`src/rtl/sw_debounce.sv`:
```
// Per-bit slide-switch conditioner: synchroniser, stability counter, and
// registered debounced level with one-cycle rise/fall/changed pulses.
module sw_debounce #(
  parameter int WIDTH        = 16,
  parameter int LOG2DEBOUNCE = 20,
  parameter int SYNC_STAGES  = 2
) (
  input  logic             clk,
  input  logic             rst_n,
  input  logic [WIDTH-1:0] sw_in,
  output logic [WIDTH-1:0] sw_out,
  output logic [WIDTH-1:0] sw_rise,
  output logic [WIDTH-1:0] sw_fall,
  output logic             changed
);

  localparam logic [LOG2DEBOUNCE-1:0] CNT_MAX = '1;

  logic [WIDTH-1:0]        sync_p [SYNC_STAGES];
  logic [WIDTH-1:0]        s;
  logic [LOG2DEBOUNCE-1:0] cnt     [WIDTH];
  logic [LOG2DEBOUNCE-1:0] cnt_nxt [WIDTH];
  logic [WIDTH-1:0]        mism;
  logic [WIDTH-1:0]        flip;

  // Count consecutive mismatched cycles; clears on a match or on reaching the terminal count.
  function automatic logic [LOG2DEBOUNCE-1:0] cnt_step(input logic                    mis,
                                                       input logic [LOG2DEBOUNCE-1:0] c);
    if (!mis || (c == CNT_MAX)) return '0;
    return c + LOG2DEBOUNCE'(1);
  endfunction

  // Synchroniser chain: the only consumer of the raw pins
  always_ff @(posedge clk or negedge rst_n) begin
    if (!rst_n) begin
      for (int k = 0; k < SYNC_STAGES; k++) sync_p[k] <= '0;
    end else begin
      sync_p[0] <= sw_in;
      for (int k = 1; k < SYNC_STAGES; k++) sync_p[k] <= sync_p[k-1];
    end
  end

  assign s = sync_p[SYNC_STAGES-1];

  // Stability check against the currently published level
  always_comb begin
    mism = '0;
    flip = '0;
    for (int i = 0; i < WIDTH; i++) cnt_nxt[i] = '0;
    for (int i = 0; i < WIDTH; i++) begin
      mism[i]    = s[i] ^ sw_out[i];
      flip[i]    = mism[i] && (cnt[i] == CNT_MAX);
      cnt_nxt[i] = cnt_step(mism[i], cnt[i]);
    end
  end

  // Output stage: level and edge pulses update on the same edge
  always_ff @(posedge clk or negedge rst_n) begin
    if (!rst_n) begin
      for (int i = 0; i < WIDTH; i++) cnt[i] <= '0;
      sw_out  <= '0;
      sw_rise <= '0;
      sw_fall <= '0;
      changed <= 1'b0;
    end else begin
      for (int i = 0; i < WIDTH; i++) cnt[i] <= cnt_nxt[i];
      sw_out  <= sw_out ^ flip;
      sw_rise <= flip & s;
      sw_fall <= flip & ~s;
      changed <= |flip;
    end
  end

endmodule

```
`config.mk`:
```
export PLATFORM = sky130hd
export DESIGN_NAME = sw_debounce
export DESIGN_NICKNAME = d
export VERILOG_FILES = /design/src/rtl/sw_debounce.sv
export SDC_FILE = /design/constraint.sdc
export NUM_CORES = 1
export LEC_CHECK = 0
export CAP_MARGIN = 20
export CORE_ASPECT_RATIO = 0.75
export CORE_UTILIZATION = 55
export DETAILED_ROUTE_END_ITERATION = 7
export PLACE_DENSITY = 0.72
export SLEW_MARGIN = 20
export SYNTH_ARGS = -nofsm -noshare
export SYNTH_HDL_FRONTEND = slang
export SYNTH_SLANG_ARGS = --single-unit
```
`constraint.sdc`:
```
create_clock -name clk -period 1.9 [get_ports clk]
set_input_delay 0.38 -clock clk [delete_from_list [all_inputs] [get_ports clk]]
set_output_delay 0.38 -clock clk [all_outputs]
set_load 0.1 [all_outputs]
```
# Word-level counts from Yosys, hierarchy flattened
# Index checks and enable logic that the tools add are counted.
[word_totals]
output_inout_bits = 49
regBits = 401
inputBits = 18
[classes]
eq_ne = 16
addsub = 16
n_mux = 48
n_bitwise = 20
n_reduce_logical = 49
[ops]
columns = ["operator", "n"]
rows = [
  ["20-bit 2-to-1 mux", 32],
  ["20-bit by 1-bit adder with 20-bit output, second input constant", 16],
  ["20-bit equality test, second input constant", 16],
  ["16-bit bitwise AND", 2],
  ["1-bit logical AND", 16],
  ["1-bit zero test", 16],
  ["1-bit logical OR", 16],
  ["1-bit 2-to-1 mux", 16],
  ["16-bit inverter", 1],
  ["16-bit OR reduction", 1],
  ["1-bit bitwise XOR", 16],
  ["16-bit bitwise XOR", 1],
]

# Depth between registers and ports, before layout
# Gate-level depths: netlist of the first run.
[depth]
depth_word = 5
depth_mapped = 9
depth_no_buf = 6

# Worst setup path before layout of the first run
# OpenSTA, ideal clock, no wires.
[synth_path]
path_kind = "reg2reg"
from = "register with a tool-made name"
to = "register changed"
arrival_time_ps = 2343
path_slack_ps = -581
period_less_slack_ps = 2481
path_buffers = 0
path_stages_with_launch = 5
path_cell_list = "dfrtp_1 xor2_1 and4_1 or4_1 or4_1"
[synth_rtl]
columns = ["item", "line_no", "rtl"]
rows = [
  ["end signal, assigned", "70", "changed <= |flip;"],
  ["end, declared", "14", "output logic changed"],
]

# Final worst setup path of the first run
[layout_path]
from = "register cnt[281] (netlist name)"
to = "register changed"
[layout_via]
elab_chain_len = 3
[layout_lines]
columns = ["item", "line_no", "rtl"]
rows = [
  ["start, declared", "21", "logic [LOG2DEBOUNCE-1:0] cnt [WIDTH];"],
  ["20-bit equality test", "52", "flip[i] = mism[i] && (cnt[i] == CNT_MAX);"],
  ["1-bit logical AND", "52", ""],
  ["16-bit OR reduction", "70", ""],
]
# No other way between the ends.

==> reports/metrics.yaml, run 1 <==
layout:
  syn_to_final_growth_pct: 23.42
  drive_gt1_frac: 0.1868
  final_net_count: 1981
  antenna_cells: 0
timing:
  period_minus_slack_ns: 1.994
  rsz0062_at_grt: "true"
  drv_slew: 0
  fmax_ghz: 0.5014
  hold_viol: 0
  fin_worst_skew_ns: 0.01914
  setup_viol: 1
  tns_ns: -0.09442
  maxSlewHeadroom: 0.6779
  min_period_over_period: 1.050
  tightest_slew_ns: 0.4795
  setup_ws_ns: -0.09442
worst_hold_path:
  hold_path.class: "in -> reg"
synthesis:
  ys_ff_latch: 401
  synth_edf_count: 0
  ys.flop_type: "dfrtp_1"
  yosys_warnings: 0
  synth_nets: 1717
  netlist_area_um2: 17810
  ys_seq_area_frac: 0.5635
  synthArstFlopShare: 1.000
  synth_top_cell_by_area: "dfrtp_1"
  synth.most_common_cell: "dfrtp_1"
  synth_cells: 1683
  syn_avg_cell_area_um2: 10.58
  synth_common_cells: "dfrtp_1 (401), nor2_1 (368), xor2_1 (161), xnor2_1 (144), nand3_1 (119)"
  yosysUniqueCellTypes: 44
  synth_area_leaders: "dfrtp_1 (56%), xor2_1 (7.9%), nor2_1 (7.8%)"
  netlist.area_leader.share: 0.5635
floorplanning:
  dieHeight_um: 157.8
  dieArea_um2: 33110
  core_region_area_um2: 31530
  fp-row-count: 56
  ios: 67
  fp.dieW_um: 209.8
  start_util: 0.5648
drt:
  wirelength_um: 34210
  vias_per_cell: 5.247
  antenna_left: 0
  firstDrtPassIters: 5
  drcViolationCount: 0
  vias: 12494
  drt-wirelength-per-cell_um: 14.37
  first_iter_violations: 809
global_routing:
  grt_usage: 0.2167
  use_met1: 0.3171
  grt_use_met2: 0.3433
  grt_pass1_wl_um: 59680
  busiest_layer: "met2"
  overflow: 0
  grt_pass1_vias: 12653
  grtUsageMet3: 0.03293
  antenna_found_initial: 0
  grt_max_degree: 81
place:
  portBuffers: 66
  post-dp-hpwl_um: 23440
  gp_congestion: 0.7986
power_and_ir_drop:
  p_per_area_nw_per_um2: 799.1
  leakagePower_nw: 9.945
  ir_drop_uv: 671.7
  power_mw: 17.56
clock_tree:
  cts-htree-levels: 2
  tritoncts: "done"
  numCtsBuffers: 39
  clk_pin_slew_ns: 0.06
  clockBufferDepth: 3
  clk_latency_ns: 0.54
  clockRootBuffer: "clkbuf_16"
  clock_sinks: 401
critical_path:
  required_ns: 2.30
  crit_path_max_fanout: 2
  end_kind: "flop"
  critPathKind: "reg -> reg"
  start_kind: "flop"
  cp.arrival_ns: 2.39
job:
  cap_violations: 0
status:
  failed_checks: "negative setup slack"
  status: "finished with violations"
[registers in the layout (all words and copies together) (netlist names), named ones only]
register / flops
sw_rise: 16
sync_p: 16
s: 16
cnt: 320
changed: 1
sw_fall: 16
[placed cells by master (no fill, tap or decap), types with 5 or more instances in the layout]
| cell type | instances |
|---|---|
| dfrtp_1 | 387 |
| nor2_1 | 368 |
| buf_4 | 204 |
| xor2_1 | 161 |
| xnor2_1 | 143 |
| nand3_1 | 118 |
| nand2_1 | 104 |
| nand4_1 | 74 |
| and3_1 | 44 |
| clkbuf_16 | 41 |
| nor3b_1 | 37 |
| and4_1 | 34 |
| inv_1 | 30 |
| buf_12 | 30 |
| nor3_1 | 27 |
| clkdlybuf4s50_1 | 16 |
| mux2_2 | 13 |
| ha_1 | 13 |
| clkinv_2 | 12 |
| dfrtp_2 | 11 |
| and2_1 | 10 |
| nor4_1 | 8 |
| nor3_2 | 7 |
| bufinv_16 | 6 |
| nand2b_1 | 5 |
| nand3_2 | 5 |
| clkbuf_8 | 5 |
[metrics by stage]
stage          cells  setup slack (ns)  instance area, um^2  utilization  hold slack [ns]
6_report        2381          -0.09442                21980       0.6971           0.2814
5_1_grt         2381           -0.1271                21980       0.6971           0.2662
4_1_cts         2377           -0.1039                21870       0.6936           0.2618
3_5_place_dp    2306           -0.1896                20480       0.6495           0.2633
3_3_place_gp    2306           -0.1451                20480       0.6495           0.2632
2_1_floorplan   1683          -0.07882                17860            -          0.08441
[where the power goes]
part / total, mW / internal (mW) / switching [mW]
registers: 8.75 / 8.66 / 0.0955
clock network: 8.15 / 4.94 / 3.21
logic: 0.664 / 0.275 / 0.388
[cell type report]
cell class / count / area, um^2
Clock buffer: 49 / 1106
Clock inverter: 20 / 255.2
Fill cell: 2295 / 9552
Inverter: 30 / 112.6
Multi-Input combinational cell: 1223 / 7620
Sequential cell: 401 / 10060
Tap cell: 406 / 508.0
Timing Repair Buffer: 252 / 2317
[critical path, cell delays in order, from the launching register on]
cell	delay [ns]
dfrtp_1	0.41
ha_4	0.18
nand3_2	0.07
nor2_2	0.04
and4_1	0.20
or4_4	0.55
or4_1	0.41
[worst paths after layout]
| kind | startpoint | endpoint | slack [ns] | cells past startpoint |
|---|---|---|---|---|
| min reg2reg | sync_p[20]$_DFF_PN0_ | s[4]$_DFF_PN0_ | 0.35 | 0 |
| min in group asynchronous | rst_n | cnt[273]$_DFF_PN0_ | 0.31 | 2 |
| max | cnt[281]$_DFF_PN0_ | changed$_DFF_PN0_ | -0.09 | 6 |
| max reg2reg | cnt[281]$_DFF_PN0_ | changed$_DFF_PN0_ | -0.09 | 6 |
| max in group asynchronous | rst_n | async pin | 0.85 | 3 |
| min | sw_in[6] | sync_p[22]$_DFF_PN0_ | 0.28 | 1 |
[cells by family after synthesis]
family                   count (synthesis)  share of synthesized area
adder cells (fa/ha/maj)                 16                    0.01124
AND/OR/NAND/NOR                        877                     0.2471
flip-flops                             401                     0.5635
multiplexers                            16                    0.01012
XOR/XNOR                               305                     0.1500
AO/OA/AOI/OAI                            9                   0.002951
buffers and inverters                   59                    0.01511
[repair_timing]
action / in CTS / in global routing
setup buffers: 1 / 4
endpoints found under the setup margin: 21 / 153
hold endpoints to repair: 29 / 0
pin swaps: 2 / 4
hold buffers: 1 / 0
resized for setup: 3 / 13
[metal layers]
layer  vias up  share of wire  wire length [um]
li1       6187              -                 -
met1      6099           0.49             16900
met2       162           0.46             15650
met3        46          0.034              1174
met4         0          0.014               492
met5         -              0                 0
Power figures use the tool's default switching activity.
==> run 2: changes to the inputs <==
- CORE_MARGIN: default -> 2
==> reports/metrics.yaml, run 2 (synthesized netlist as in run 1, its figures left out) <==
power_and_ir_drop:
  power_mw: 17.74  # +1.0%
  leakagePower_nw: 9.895  # -0.50%
  p_per_area_nw_per_um2: 805.4  # +0.80%
  ir_drop_uv: 646.4  # -3.8%
clock_tree:
  tritoncts: "done"
  clk_latency_ns: 0.54  # about the same
  clk_pin_slew_ns: 0.06  # about the same
  clockBufferDepth: 3  # unchanged
  clock_sinks: 401  # unchanged
  numCtsBuffers: 40  # +2.6%
  clockRootBuffer: "clkbuf_16"
  cts-htree-levels: 2  # unchanged
floorplanning:
  ios: 67  # unchanged
  core_region_area_um2: 32160  # +2.0%
  start_util: 0.5537  # -0.01114
  fp-row-count: 57  # +1.8%
  dieArea_um2: 33850  # +2.2%
  fp.dieW_um: 211.8  # +0.95%
  dieHeight_um: 159.8  # +1.3%
critical_path:
  critPathTopFamily: "simple AND/OR/NAND/NOR gates"
  critPathKind: "reg -> reg"
  required_ns: 2.31  # about the same
  r2r_cells: 6  # unchanged
  cp.buffers_inverters: 0  # unchanged
  path_cells: "ha_2 -> nand3_2 -> nor2_2 -> and4_1 -> or4_4 -> or4_1"
  slowest_delay_ns: 0.55  # about the same
  cp.depth: 6  # unchanged
  crit_path_top_delay_cell: "or4_4"
  cp.arrival_ns: 2.38  # about the same
  end_kind: "flop"
  crit_path_max_fanout: 2  # unchanged
  start_kind: "flop"
drt:
  first_iter_violations: 714  # -12%
  vias_per_cell: 5.163  # -1.6%
  drcViolationCount: 0  # unchanged
  vias: 12469  # -0.20%
  firstDrtPassIters: 7  # +2
  antenna_left: 0  # unchanged
  drt-wirelength-per-cell_um: 13.85  # -3.6%
  wirelength_um: 33450  # -2.2%
timing:
  maxSlewHeadroom: 0.6704  # -0.007500
  tns_ns: -0.07210  # +0.02232 ns
  holdWs_ns: 0.2765  # -0.004860 ns
  fmax_ghz: 0.5071  # +1.1%
  hold_viol: 0  # unchanged
  setup_viol: 1  # unchanged
  setup_ws_ns: -0.07210  # +0.02232 ns
  fin_worst_skew_ns: 0.01528  # -0.003855 ns
  period_minus_slack_ns: 1.972  # -0.02232 ns
  rsz0062_at_grt: "true"
  min_period_over_period: 1.038  # -0.01175
  tightest_slew_ns: 0.4906  # +0.01116 ns
  drv_slew: 0  # unchanged
place:
  post-dp-hpwl_um: 22310  # -4.8%
  dp_cells: 2334  # +1.2%
  pre_cts_ws_ns: -0.1386  # +0.05093 ns
  placed_area_um2: 20450  # -0.13%
  portBuffers: 66  # unchanged
  gp_congestion: 0.8073  # +1.1%
layout:
  final-seq-area_um2: 10060  # unchanged
  largest_reg_flops: 320  # unchanged
  largest_register: "cnt"
  fin_area_um2: 22030  # +0.22%
  multi_input_area_um2: 7627  # about the same
  instances_no_fill: 2415  # +1.4%
  final_cell_mix: "dfrtp_1 (387), nor2_1 (368), buf_4 (200)"
  antenna_cells: 0  # unchanged
  final_common_cell: "dfrtp_1"
  syn_to_final_growth_pct: 23.68
  drive_gt1_frac: 0.1875  # +0.0006962
  finalCoreUtilization: 0.6848  # -0.01227
  fill_cells: 2391  # +4.2%
  final_net_count: 1977  # -0.20%
global_routing:
  grt_max_degree: 82  # +1.2%
  grt_usage: 0.2083  # -0.008380
  overflow: 0  # unchanged
  antenna_found_initial: 0  # unchanged
  grt_pass1_vias: 12750  # +0.77%
  grt_pass1_wl_um: 59240  # -0.74%
status:
  status: "finished with violations"
  failed_checks: "negative setup slack"
worst_hold_path:
  hold_path.class: "in -> reg"
  holdPathStages: 1  # unchanged
job:
  cap_violations: 0  # unchanged
run 2: cell types whose count changed in the layout (fill, tap and decap cells not counted), moves of 3 or more:
cell	before	now
clkbuf_8	5	8
buf_4	204	200
clkbuf_1	3	6
nand3_1	118	114
nand3_2	5	9
clkinv_2	12	7
nor3_2	7	10
run 2: power by group:
group	switching [mW]	internal (mW)
logic	0.387	0.262
registers	0.0954	8.66
clock network	3.25	5.09
total	3.73	14.0
run 2: layout make-up:
class	instances	share of cell area
flip-flops and latches	401	0.4567
clock buffers	55	0.05260
clock inverters	17	0.01125
repair buffers	247	0.1029
well taps	442	0.02511
multi-input cells	1223	0.3463
inverters	30	0.005112
run 2: worst paths after layout:
kind	start	end	slack (ns)
setup reg to reg	cnt[281]$_DFF_PN0_	changed$_DFF_PN0_	-0.07
setup / recovery	cnt[281]$_DFF_PN0_	changed$_DFF_PN0_	-0.07
hold reg to reg	sync_p[20]$_DFF_PN0_	s[4]$_DFF_PN0_	0.35
hold / removal	sw_in[9]	sync_p[25]$_DFF_PN0_	0.28
max in group asynchronous	rst_n	async pin	0.87
min in group asynchronous	rst_n	cnt[266]$_DFF_PN0_	0.31
run 2: repair_timing:
item | 4_1_cts | 5_1_grt
pin swaps | 2 | 8
buffers inserted | 2 | 6
endpoints found under the setup margin | 8 | 208
hold buffers | 1 | 0
gates resized for setup | 3 | 16
endpoints found under the hold margin | 20 | 0
run 2: layer usage:
metal | wire length, um | vias up | share of wire | GRT usage
li1 | - | 6185 | - | -
met2 | 15280 | 141 | 0.46 | 0.3224
met1 | 16430 | 6096 | 0.49 | 0.3070
met4 | 658 | 0 | 0.020 | 0.05826
met3 | 1081 | 47 | 0.032 | 0.03304
met5 | 0 | - | 0 | 0
